**src/rtl/kbd_pkg.sv**
```systemverilog
// Shared scan code set 2 constants, decoder states and PS/2 frame helpers
// for the keyboard controller.
package kbd_pkg;

  localparam logic [7:0] SC_EXT   = 8'hE0;
  localparam logic [7:0] SC_BRK   = 8'hF0;
  localparam logic [7:0] SC_SPACE = 8'h29;
  localparam logic [7:0] SC_RIGHT = 8'h74;
  localparam logic [7:0] SC_LEFT  = 8'h6B;

  // Index of the stop bit: the frame is checked on this falling edge.
  localparam logic [3:0] LAST_BIT = 4'd10;

  typedef enum logic [1:0] {
    ST_IDLE,
    ST_EXT,
    ST_BRK,
    ST_EXT_BRK
  } dec_state_t;

  // Frame layout: [0]=start, [8:1]=d0..d7, [9]=odd parity, [10]=stop.
  function automatic logic frame_ok(input logic [10:0] f);
    return (f[0] == 1'b0) && (f[10] == 1'b1) && (^f[9:1] == 1'b1);
  endfunction

endpackage

```
**src/rtl/ps2_frame_rx.sv**
```systemverilog
// PS/2 frame receiver: synchronises the pins, shifts in 11-bit frames on
// ps2Clk falling edges and strobes a good byte or a frame error.
module ps2_frame_rx
  import kbd_pkg::*;
#(
  parameter int TIMEOUT_CYCLES = 50000
) (
  input  logic       clk,
  input  logic       resetN,
  input  logic       i_ps2_clk,
  input  logic       i_ps2_dat,
  output logic       o_byte_vld,
  output logic [7:0] o_byte_dat,
  output logic       o_frame_err
);

  localparam int TW = $clog2(TIMEOUT_CYCLES + 1);

  logic [1:0]    r_clk_sync;
  logic [1:0]    r_dat_sync;
  logic          r_clk_prev;
  logic [3:0]    r_bit_cnt;
  logic [9:0]    r_shift;
  logic [TW-1:0] r_to_cnt;
  logic          r_byte_vld;
  logic [7:0]    r_byte_dat;
  logic          r_frame_err;

  logic          w_fall;
  logic          w_timeout;
  logic [10:0]   w_frame;

  // Synchronisers idle high so reset release on an idle line is not an edge.
  always_ff @(posedge clk or negedge resetN) begin
    if (!resetN) begin
      r_clk_sync <= 2'b11;
      r_dat_sync <= 2'b11;
      r_clk_prev <= 1'b1;
    end else begin
      r_clk_sync <= {r_clk_sync[0], i_ps2_clk};
      r_dat_sync <= {r_dat_sync[0], i_ps2_dat};
      r_clk_prev <= r_clk_sync[1];
    end
  end

  assign w_fall    = r_clk_prev & ~r_clk_sync[1];
  assign w_frame   = {r_dat_sync[1], r_shift};
  assign w_timeout = (r_bit_cnt != 4'd0) && (r_to_cnt == TW'(TIMEOUT_CYCLES - 1));

  always_ff @(posedge clk or negedge resetN) begin
    if (!resetN) begin
      r_bit_cnt   <= 4'd0;
      r_shift     <= 10'd0;
      r_to_cnt    <= '0;
      r_byte_vld  <= 1'b0;
      r_byte_dat  <= 8'h00;
      r_frame_err <= 1'b0;
    end else begin
      r_byte_vld  <= 1'b0;
      r_frame_err <= 1'b0;
      if (w_fall) begin
        r_to_cnt <= '0;
        if (r_bit_cnt == LAST_BIT) begin
          r_bit_cnt <= 4'd0;
          if (frame_ok(w_frame)) begin
            r_byte_vld <= 1'b1;
            r_byte_dat <= r_shift[8:1];
          end else begin
            r_frame_err <= 1'b1;
          end
        end else begin
          r_shift   <= {r_dat_sync[1], r_shift[9:1]};
          r_bit_cnt <= r_bit_cnt + 4'd1;
        end
      end else if (r_bit_cnt != 4'd0) begin
        // A stalled partial frame is dropped silently.
        if (w_timeout) begin
          r_bit_cnt <= 4'd0;
          r_to_cnt  <= '0;
        end else begin
          r_to_cnt <= r_to_cnt + TW'(1);
        end
      end else begin
        r_to_cnt <= '0;
      end
    end
  end

  assign o_byte_vld  = r_byte_vld;
  assign o_byte_dat  = r_byte_dat;
  assign o_frame_err = r_frame_err;

endmodule

```
**src/rtl/keyboard_controller.sv**
```systemverilog
// PS/2 keyboard front end: decodes make/break and E0-extended scan codes into
// held levels for the arrows and space, plus a space press pulse.
module keyboard_controller
  import kbd_pkg::*;
#(
  parameter int TIMEOUT_CYCLES = 50000
) (
  input  logic       clk,
  input  logic       resetN,
  input  logic       ps2Clk,
  input  logic       ps2Data,
  output logic       rightArrow,
  output logic       leftArrow,
  output logic       spaceBar,
  output logic       spacePulse,
  output logic       byteValid,
  output logic [7:0] byteData,
  output logic       frameError
);

  logic       w_byte_vld;
  logic [7:0] w_byte_dat;
  logic       w_frame_err;

  dec_state_t r_state;
  dec_state_t w_state_nxt;
  logic       r_right;
  logic       r_left;
  logic       r_space;
  logic       r_space_pulse;
  logic       w_right_nxt;
  logic       w_left_nxt;
  logic       w_space_nxt;
  logic       w_space_pulse_nxt;

  ps2_frame_rx #(
    .TIMEOUT_CYCLES(TIMEOUT_CYCLES)
  ) u_rx (
    .clk        (clk),
    .resetN     (resetN),
    .i_ps2_clk  (ps2Clk),
    .i_ps2_dat  (ps2Data),
    .o_byte_vld (w_byte_vld),
    .o_byte_dat (w_byte_dat),
    .o_frame_err(w_frame_err)
  );

  always_ff @(posedge clk or negedge resetN) begin
    if (!resetN) begin
      r_state       <= ST_IDLE;
      r_right       <= 1'b0;
      r_left        <= 1'b0;
      r_space       <= 1'b0;
      r_space_pulse <= 1'b0;
    end else begin
      r_state       <= w_state_nxt;
      r_right       <= w_right_nxt;
      r_left        <= w_left_nxt;
      r_space       <= w_space_nxt;
      r_space_pulse <= w_space_pulse_nxt;
    end
  end

  always_comb begin
    w_state_nxt       = r_state;
    w_right_nxt       = r_right;
    w_left_nxt        = r_left;
    w_space_nxt       = r_space;
    w_space_pulse_nxt = 1'b0;
    if (w_frame_err) begin
      // Key levels survive a corrupted frame; only the prefix context is lost.
      w_state_nxt = ST_IDLE;
    end else if (w_byte_vld) begin
      case (r_state)
        ST_IDLE: begin
          if (w_byte_dat == SC_EXT) begin
            w_state_nxt = ST_EXT;
          end else if (w_byte_dat == SC_BRK) begin
            w_state_nxt = ST_BRK;
          end else if (w_byte_dat == SC_SPACE) begin
            w_space_nxt       = 1'b1;
            w_space_pulse_nxt = ~r_space;
          end
        end
        ST_EXT: begin
          w_state_nxt = ST_IDLE;
          if (w_byte_dat == SC_BRK) begin
            w_state_nxt = ST_EXT_BRK;
          end else if (w_byte_dat == SC_EXT) begin
            w_state_nxt = ST_EXT;
          end else if (w_byte_dat == SC_RIGHT) begin
            w_right_nxt = 1'b1;
          end else if (w_byte_dat == SC_LEFT) begin
            w_left_nxt = 1'b1;
          end
        end
        ST_BRK: begin
          w_state_nxt = ST_IDLE;
          if (w_byte_dat == SC_SPACE) begin
            w_space_nxt = 1'b0;
          end
        end
        ST_EXT_BRK: begin
          w_state_nxt = ST_IDLE;
          if (w_byte_dat == SC_RIGHT) begin
            w_right_nxt = 1'b0;
          end else if (w_byte_dat == SC_LEFT) begin
            w_left_nxt = 1'b0;
          end
        end
        default: w_state_nxt = ST_IDLE;
      endcase
    end
  end

  assign rightArrow = r_right;
  assign leftArrow  = r_left;
  assign spaceBar   = r_space;
  assign spacePulse = r_space_pulse;
  assign byteValid  = w_byte_vld;
  assign byteData   = w_byte_dat;
  assign frameError = w_frame_err;

endmodule

```
**config.mk**
```make
export PLATFORM = sky130hd
export DESIGN_NAME = keyboard_controller
export DESIGN_NICKNAME = d
export VERILOG_FILES = /design/src/rtl/kbd_pkg.sv /design/src/rtl/ps2_frame_rx.sv /design/src/rtl/keyboard_controller.sv
export SDC_FILE = /design/constraint.sdc
export NUM_CORES = 1
export LEC_CHECK = 0
export ABC_AREA = 0
export BUFFER_PORTS_ARGS = -buffer_cell sky130_fd_sc_hd__buf_4
export CAP_MARGIN = 20
export CORE_UTILIZATION = 55
export DETAILED_ROUTE_END_ITERATION = 6
export GPL_TIMING_DRIVEN = 0
export HOLD_SLACK_MARGIN = 0.1
export PLACE_DENSITY = 0.75
export REMOVE_ABC_BUFFERS = 1
export SLEW_MARGIN = 20
export SYNTH_ARGS = -nofsm -noshare
export SYNTH_HDL_FRONTEND = slang
export SYNTH_SLANG_ARGS = --single-unit
export TNS_END_PERCENT = 100
```
**constraint.sdc**
```tcl
create_clock -name clk -period 2.7 [get_ports clk]
set_clock_uncertainty 0.2 [all_clocks]
set_input_delay 0.135 -clock clk [delete_from_list [all_inputs] [get_ports clk]]
set_output_delay 0.135 -clock clk [all_outputs]
set_load 0.05 [all_outputs]
```
## Word-level counts from Yosys, hierarchy flattened

Cells that the tools add are included.

- Input bits: 4
- Bits in registers: 51
- Logic and storage cells: 107

- Reductions and logical operators: 19
- Add/sub/neg operators: 2
- Equality and inequality tests: 23
- Bitwise operators: 6
- Multiplexer cells: 43

Operators by type and width:

| kind | number |
|---|---|
| 16-bit two-way mux | 3 |
| 1-bit two-way mux | 27 |
| 2-bit inequality test, second input constant | 12 |
| 16-bit by 1-bit adder with 16-bit output, second input constant | 1 |
| 16-bit == test, second input constant | 1 |
| 8-bit by 7-bit == test with 1-bit output, second input constant | 2 |
| 8-bit == test, second input constant | 2 |
| 4-bit two-way mux | 4 |
| 7-bit AND reduction | 2 |
| 2-bit two-way mux | 5 |
| 2-bit nonzero test | 5 |
| 9-bit AND reduction | 1 |
| 9-bit parity | 1 |
| 8-bit by 6-bit == test with 1-bit output, second input constant | 1 |
| 1-bit case mux with 2 select lines | 3 |
| 2-bit case mux with 3 select lines | 1 |
| 2-bit AND reduction | 3 |
| 1-bit NOT | 5 |
| 4-bit by 1-bit adder with 4-bit output, second input constant | 1 |
| 2-bit == test, second input constant | 2 |
| 4-bit == test, second input constant | 1 |
| 4-bit by 3-bit inequality test with 1-bit output, second input constant | 1 |
| 4-bit nonzero test | 1 |
| 1-bit logical AND | 3 |
| 5 further kinds | 5 |

## Depth between registers and ports, before layout

Gate-level depths: netlist of run 1.

- Word-level depth: 7
- Depth in mapped cells: 7
- Depth with buffers taken out: 6

## Hierarchy

Synthesis of run 1 repeated with hierarchy kept, for this count alone.

- Cell total of the unflattened synthesis: 218
- Area total of the unflattened synthesis: 2364.8 um^2

Modules (own cells, without submodules):

| module | seq. area each (um^2) | instances | cells an instance | area an instance (um^2) |
|---|---|---|---|---|
| ps2_frame_rx | 1132.3 | 1 | 186 | 2039.5 |
| keyboard_controller | 150.1 | 1 | 32 | 325.3 |

## Least setup slack after synthesis of run 1

Ideal clock, no wire load.

- Path kind: register -> register
- From: register u_rx.r_byte_dat[0], in the netlist u_rx.o_byte_dat[0]
- To: register r_state[0]
- Buffers on the path: 0
- Setup slack: 548 ps
- Library setup time: 97 ps
- Arrival time: 1855 ps
- Clock period less this slack: 2152 ps
- Stages on the path, launching flop included: 5
- Path through: dfrtp_1 or4b_2 nor3_1 nand2b_1 a211oi_1

- Longest elaborated chain between the ends: 6
- Elaborated cells between the ends (all ways): 10

Ends and longest elaborated chain:

| what | line | text |
|---|---|---|
| start, declared | ps2_frame_rx.sv:26 | `logic [7:0] r_byte_dat;` |
| start signal, assigned | ps2_frame_rx.sv:67 | `r_byte_dat <= r_shift[8:1];` |
| 8-bit == test | keyboard_controller.sv:76, keyboard_controller.sv:89 |  |
| 1-bit two-way mux | keyboard_controller.sv:89 | `end else if (w_byte_dat == SC_EXT) begin` |
| 2-bit two-way mux | keyboard_controller.sv:87 | `if (w_byte_dat == SC_BRK) begin` |
| 2-bit case mux with 3 select lines | keyboard_controller.sv:74 | `case (r_state)` |
| 2-bit two-way mux | keyboard_controller.sv:73 | `end else if (w_byte_vld) begin` |
| 2-bit two-way mux | keyboard_controller.sv:70 | `if (w_frame_err) begin` |
| end signal, assigned | keyboard_controller.sv:56 | `r_state <= w_state_nxt;` |
| end, declared | keyboard_controller.sv:25 | `dec_state_t r_state;` |

Parallel ways exist; a longest one is shown, timed or not. The select of a mux whose other input is x is not followed.
A chain may end at the register's enable or synchronous reset.

## Worst setup path after layout of run 1

- From: register u_rx.r_bit_cnt[0]
- To: register u_rx.r_byte_dat[2], in the netlist u_rx.o_byte_dat[2]

- Longest elaborated chain between the ends: 2

Ends and longest elaborated chain:

| what | line | text |
|---|---|---|
| start, declared | ps2_frame_rx.sv:22 | `logic [3:0] r_bit_cnt;` |
| start signal, assigned | ps2_frame_rx.sv:73 | `r_bit_cnt <= r_bit_cnt + 4'd1;` |
| 4-bit == test | ps2_frame_rx.sv:63 | `if (r_bit_cnt == LAST_BIT) begin` |
| 3-bit AND reduction (no line) | - |  |

Every way passes these cells.

==> results of run 1 <==
## registers in the layout, summed over array words and instances, names as in the netlist
register and count:
rightArrow 1, u_rx.o_byte_vld 1, u_rx.r_clk_sync 2, leftArrow 1, u_rx.r_to_cnt 16, u_rx.o_byte_dat 8, u_rx.o_frame_err 1, spaceBar 1
r_state 2, spacePulse 1, u_rx.r_dat_sync 2, u_rx.r_shift 10, u_rx.r_bit_cnt 4, u_rx.r_clk_prev 1
## worst paths after layout
kind | end | cells past startpoint
worst max-delay path | u_rx.o_byte_dat[2] | 6
worst min-delay path | u_rx.r_clk_sync[1] | 0
worst min register to register | u_rx.r_clk_sync[1] | 0
worst max register to register | u_rx.o_byte_dat[2] | 6
max in group asynchronous | u_rx.r_to_cnt[1] | 2
min in group asynchronous | r_state[1] | 2
## critical path, cell delays in order, from the launching register on
cell and delay, ns:
dfrtp_1 0.43, inv_1 0.10, ha_1 0.16, nand3b_1 0.20, nor4_1 0.50, mux2i_4 0.21, mux2_2 0.31
## stage by stage
step           setup WS, ns  power (uW)  util (%)  instances
6_report              0.481        2290      66.0        273
5_1_grt               0.364        2430      66.0        273
4_1_cts               0.472        2310      66.0        273
3_5_place_dp          0.487        1770      62.3        262
3_3_place_gp          0.538        1730      62.3        262
2_1_floorplan         0.548        1600         -        195
## layout make-up
class / count / area, um^2 / area share (%)
clock inverter: 2 / 35.0 / 1.31
sequential: 51 / 1280 / 47.9
inverter: 7 / 26.3 / 0.982
timing repair buffer: 20 / 158 / 5.89
tap: 50 / 62.6 / 2.34
clock buffer: 6 / 82.6 / 3.09
multi-input combinational: 137 / 1030 / 38.5
## placed cells by master (no fill, tap or decap), types with 6 or more instances in the layout
cell type	n
clkbuf_8	6
dfrtp_1	46
nand2_1	9
xor2_1	11
mux2_2	19
inv_1	7
buf_4	17
nor2_1	18
xnor2_1	6
nand3_1	15
## power by group
part / switching [uW] / leakage (uW) / total, uW / internal (uW)
logic: 330 / 0.000486 / 680 / 350
clock network: 235 / 0.0000612 / 534 / 300
registers: 168 / 0.000666 / 1070 / 906
## per-layer routing
| metal | GRT usage [%] | wire length [um] |
|---|---|---|
| met4 | 10.6 | 61 |
| met2 | 35.6 | 2050 |
| met3 | 5.07 | 140 |
| met1 | 23.6 | 1750 |
| met5 | 0 | 0 |
## cell families (layout without fill, tap and decap cells)
| kind of cell | count (synthesis) | in the layout | share of synthesized area [%] |
|---|---|---|---|
| DFF | 51 | 51 | 54.7 |
| xor gates and xnor gates | 19 | 19 | 8.32 |
| buffers and inverters | 9 | 35 | 1.44 |
| muxes | 22 | 22 | 10.9 |
| AOI/OAI and AO/OA | 11 | 11 | 2.83 |
| and+or+nand+nor | 81 | 81 | 19.7 |
| adders and majority gates | 4 | 4 | 2.13 |
==> impl_results.md, run 1 <==
* Cell with the most instances after synthesis: dfrtp_1
* Synth top cells by count: 46 x dfrtp_1, 19 x mux2_2, 18 x nor2_1
* Max-Slew Margin vs Limit at 58.9%
* FMAX at between 400 and 500 MHz
* Crit end category: register
* CORE AREA at 0.00406 mm^2
* Pwr per Cell Area at approximately 850 mW/mm^2
* Flops & latches, synth at between 50 and 60
* Slew @ Worst Pin at 0.616 ns
* Area Overhead vs Synth at 14.1%
* Worst Hold Launch: u_rx.r_clk_sync[0]
* Yosys top cell area share at approximately half
* Tmin final at ~2.2 ns
* CTS tree: built
* Die Y-Extent at 67.3 um
* Syn Inst Count at about 200
* Slew Limit Fails at 0
* Routed Antenna Nets at 0
* Worst-path clk slew at around 0.090 ns
* Leak at 0.00121 uW
* Post-synth EDFFs at 0
* GR Util All Layers at 20.6%
* Crit path DAT at around 2.2 ns
* Worst path required time at ~2.7 ns
* Setup crit start kind: register
* Via Count at about 1,500
* Total grt overflow at 0
* # rows at 23
* Synth top area cells: dfrtp_1 49%, mux2_2 9.1%, dfstp_2 5.6%, xor2_1 4.1%, nand3_1 3.2%
* Placed Area at roughly 0.0025 mm^2
* Final setup violating endpoints at 0
* Cell accounting for the most synthesized area: dfrtp_1
* Crit path launch: u_rx.r_bit_cnt[0]
* Final hold slack at ~0.16 ns
* # DRC at 0
* YS warnings at 0
* CP Max Fanout at 9
* # fillers at about 300
* Clock buffer depth at 2
* Vias in the first global route at approximately 1,500
* Port Buffers at 17
* Post_cts resized at 0
* Post-detail-place hpwl at between 2000 and 3000 um
* Fin. Hold Viols at 0
* Drt pass-1 iters at 4
* Avg Inst Size Synth at ~12 um^2
* Primary FF master, synth: dfrtp_1
* Sequential area share after synthesis at 54.7%
* TritonCTS Buffers at 5
* Post-CTS Hold Buffers at 3
* Cell area after synthesis at roughly 0.0023 mm^2
* Antenna diodes at 0
* Outcome: finished clean
* Reg-to-reg startpoint: u_rx.r_bit_cnt[0]
* Initial DRC Count at just under 70
* Crit path kind: register to register
* Global-route wire length before repair at just under 7000 um
* H-tree levels at 2
* Period Utilization, post-route at about 82%
* DR vias/cell at between 5 and 6
* Netlist cell types at 38
* Maxcap violations at 0
* Die area at roughly 0.0045 mm^2
* Post-CTS setup buffer count at 0
* Hold crit path type: register to register
* Detailed Route WL at roughly 4000 um
* Starting Density at between 50% and 60%
* Largest net degree at the start of global routing at 52
* Io pins at 18
* RSZ-0062 raised after global routing: false
* GPL Wtd Cong at 0.874
* Peak supply drop at between 300 and 400 uV
* Die W at about 67 um
* Layout cell share with drive strength beyond 1 at 23.8%
* Clock sink count at 51
* Design Area, Final at 0.00268 mm^2
* Total Nets Final at 230
* Worst-Skew Late Latency at approximately 0.3 ns
* Clk root buf: clkbuf_8
* Initial antenna violation count at 0
* Fraction of synthesis flops using an asynchronous set or reset pin at between 90% and 100%
* Setup tns final at 0 ns
* Worst R2R Setup Slack at between 0.4 and 0.5 ns
* Per-cell routed wire length at 14.6 um
(Power assumes the default switching activity.)
==> run 2: changes to the inputs <==
Settings changed: ABC_AREA 0 to 1, CORE_UTILIZATION 55 to 54, PLACE_DENSITY 0.75 to 0.76.
Clock period 2.7 ns to 1.84 ns, I/O delays scaled along.
==> impl_results.md, run 2 <==
* Fraction of synthesis flops using an asynchronous set or reset pin at 100%
* Crit end category: register
* Cell area after synthesis at ~0.0026 mm^2
* Antenna diodes at 0
* Crit path DAT at 1.82 ns
* Primary FF master, synth: dfrtp_1
* Yosys top cell area share at 44.7%
* Worst R2R Setup Slack at ~0.062 ns
* Sequential area share after synthesis at around 50%
* Total Nets Final at between 300 and 400
* Syn Inst Count at 315
* Setup crit start kind: register
* DR vias/cell at 5.31
* Slew @ Worst Pin at about 0.62 ns
* Die area at just over 0.005 mm^2
* Initial antenna violation count at 0
* Flops & latches, synth at just over 50
* RSZ-0062 raised after global routing: true
* Worst path required time at around 1.9 ns
* Avg Inst Size Synth at 8.17 um^2
* Global-route wire length before repair at around 8300 um
* Cell accounting for the most synthesized area: dfrtp_1
* FMAX at approximately 560 MHz
* Worst-Skew Late Latency at about 0.31 ns
* Crit path kind: register to register
* Vias in the first global route at ~1,900
* YS warnings at 0
* DP Worst Slack at -0.278 ns
* Per-cell routed wire length at between 10 and 15 um
* GPL Wtd Cong at 0.855
* Metal2 WL at roughly 2400 um
* Max-Slew Margin vs Limit at roughly three fifths
* Maxcap violations at 0
* Met3 wire len at between 100 and 150 um
* Port Buffers at 17
* DRT met1 WL at between 2000 and 2500 um
* Number of flip-flops in the largest register at 16
* Period Utilization, post-route at a little over nine tenths
* Synth top cells by count: 85 x nand2_1, 46 x dfrtp_1, 39 x nor2_1
* Max Used Layer: met4
* Clk root buf: clkbuf_8
* Peak supply drop at approximately 750 uV
* Initial DRC Count at 170
* Worst-path clk slew at approximately 0.090 ns
* Outcome: finished clean
* H-tree levels at 2
* CORE AREA at 0.00447 mm^2
* Netlist cell types at 37
* Drt pass-1 iters at 7
* Io pins at 18
* Commonest non-fill, non-tap cells in the layout: 84 x nand2_1, 43 x dfrtp_1, 36 x inv_1, 36 x nor2_1, 22 x buf_4
* Tmin final at 1.78 ns
* Leak at ~0.0015 uW
* CTS tree: built
* # DRC at 0
* Final setup violating endpoints at 0
* Slew Limit Fails at 0
* Starting Density at 57.5%
* # rows at 24
* Pwr per Cell Area at 1010 mW/mm^2
* Util after Layout at around two thirds
* TritonCTS Buffers at 5
* Final hold slack at roughly 0.13 ns
* Via Count at between 2,000 and 2,500
* Total grt overflow at 0
* Largest net degree at the start of global routing at between 50 and 60
* Fin. Hold Viols at 0
* Clock buffer depth at 2
* Area Overhead vs Synth at 19.1%
* Routed Antenna Nets at 0
* GR Util All Layers at around a fifth
* Layout Cells excl Fill at 400
* Post-synth EDFFs at 0
* Top reg by flops: u_rx.r_to_cnt
* Clock sink count at 51
* Die Y-Extent at around 70 um
* Cell with the most instances after synthesis: nand2_1
* Die W at around 70 um
* Hold crit path type: input port to async pin
* Layout cell share with drive strength beyond 1 at between 20% and 30%
* Setup slack after layout at approximately 0.062 ns
* Placed Instances at 380
* Post-detail-place hpwl at about 3200 um
* CP Max Fanout at 7
* Synth top area cells: dfrtp_1 45%, nand2_1 12%, nor2_1 5.7%, inv_1 5.5%, dfstp_2 5.1%
* Commonest non-fill, non-tap cell in the layout: nand2_1
* Detailed Route WL at between 5000 and 6000 um
[run 2: cell count changes in the layout (fill, tap and decap cells not counted), moves of 6 or more]
cell,change
nand2_1,+75
nor2_1,+18
nand4_1,+9
mux2_2,-19
nand2_2,+6
o21ai_0,+8
inv_1,+29
[run 2: layout make-up]
class / count / area, um^2
inverters: 39 / 146
flip-flops and latches: 51 / 1290
multi-input cells: 224 / 1230
clock inverters: 2 / 35.0
clock buffers: 6 / 82.6
fillers: 348 / 1410
well taps: 52 / 65.1
repair buffers: 26 / 215
[run 2: power breakdown]
part / switching [uW] / internal (uW) / total (uW) / leakage [uW]
Clock: 367 / 440 / 808 / 0.0000612
Combinational: 558 / 306 / 864 / 0.000741
Sequential: 161 / 1270 / 1430 / 0.000667
Total: 1090 / 2010 / 3100 / 0.00147
[run 2: final timing paths]
kind,from,to,depth (start not counted)
min,resetN,u_rx.r_to_cnt[9],2
max in group asynchronous,resetN,u_rx.r_shift[8],2
min reg2reg,u_rx.r_clk_sync[0],u_rx.r_clk_sync[1],0
max reg2reg,u_rx.r_bit_cnt[0],u_rx.o_byte_dat[6],7
min in group clk,u_rx.r_clk_sync[0],u_rx.r_clk_sync[1],0
max,u_rx.r_bit_cnt[0],u_rx.o_byte_dat[6],7
[run 2: metal layers]
metal / global-route usage (%) / up-vias
met3: 4.84 / 4
met4: 8.44 / 0
li1: - / 1079
met1: 28.9 / 1010
met5: 0 / -
met2: 32.9 / 29
[run 2: kinds of logic after synthesis]
logic type	Yosys count	synth area share (%)
xor+xnor	8	2.72
simple gates	185	33.4
compound gates	24	5.59
flops	51	49.8
buf+inv	43	6.51
fa+ha+maj	4	1.94
[run 2: worst max-delay path, stage by stage (launching register included)]
cell     delay (ns)
dfrtp_1        0.40
inv_1          0.16
ha_4           0.20
nand3_1        0.15
nor2_4         0.24
buf_12         0.15
nand4_1        0.11
nand2_1        0.11
[run 2: metrics by stage]
step / TNS [ns] / cell area, um^2 / power, uW
finish: 0 / 3070 / 3100
global route: -0.0579 / 3070 / 3280
CTS: 0 / 2950 / 3000
detailed placement: -3.15 / 2750 / 2130
global placement: -2.71 / 2750 / 2110
floorplan: 0 / 2550 / 1970
[run 2: what timing repair did]
action,in CTS,in global routing
hold endpoints to repair,53,0
gates resized for setup,3,18
pin swaps,0,4
gates cloned,1,2
setup buffers,1,5
hold buffers,3,0
setup endpoints to repair,16,20
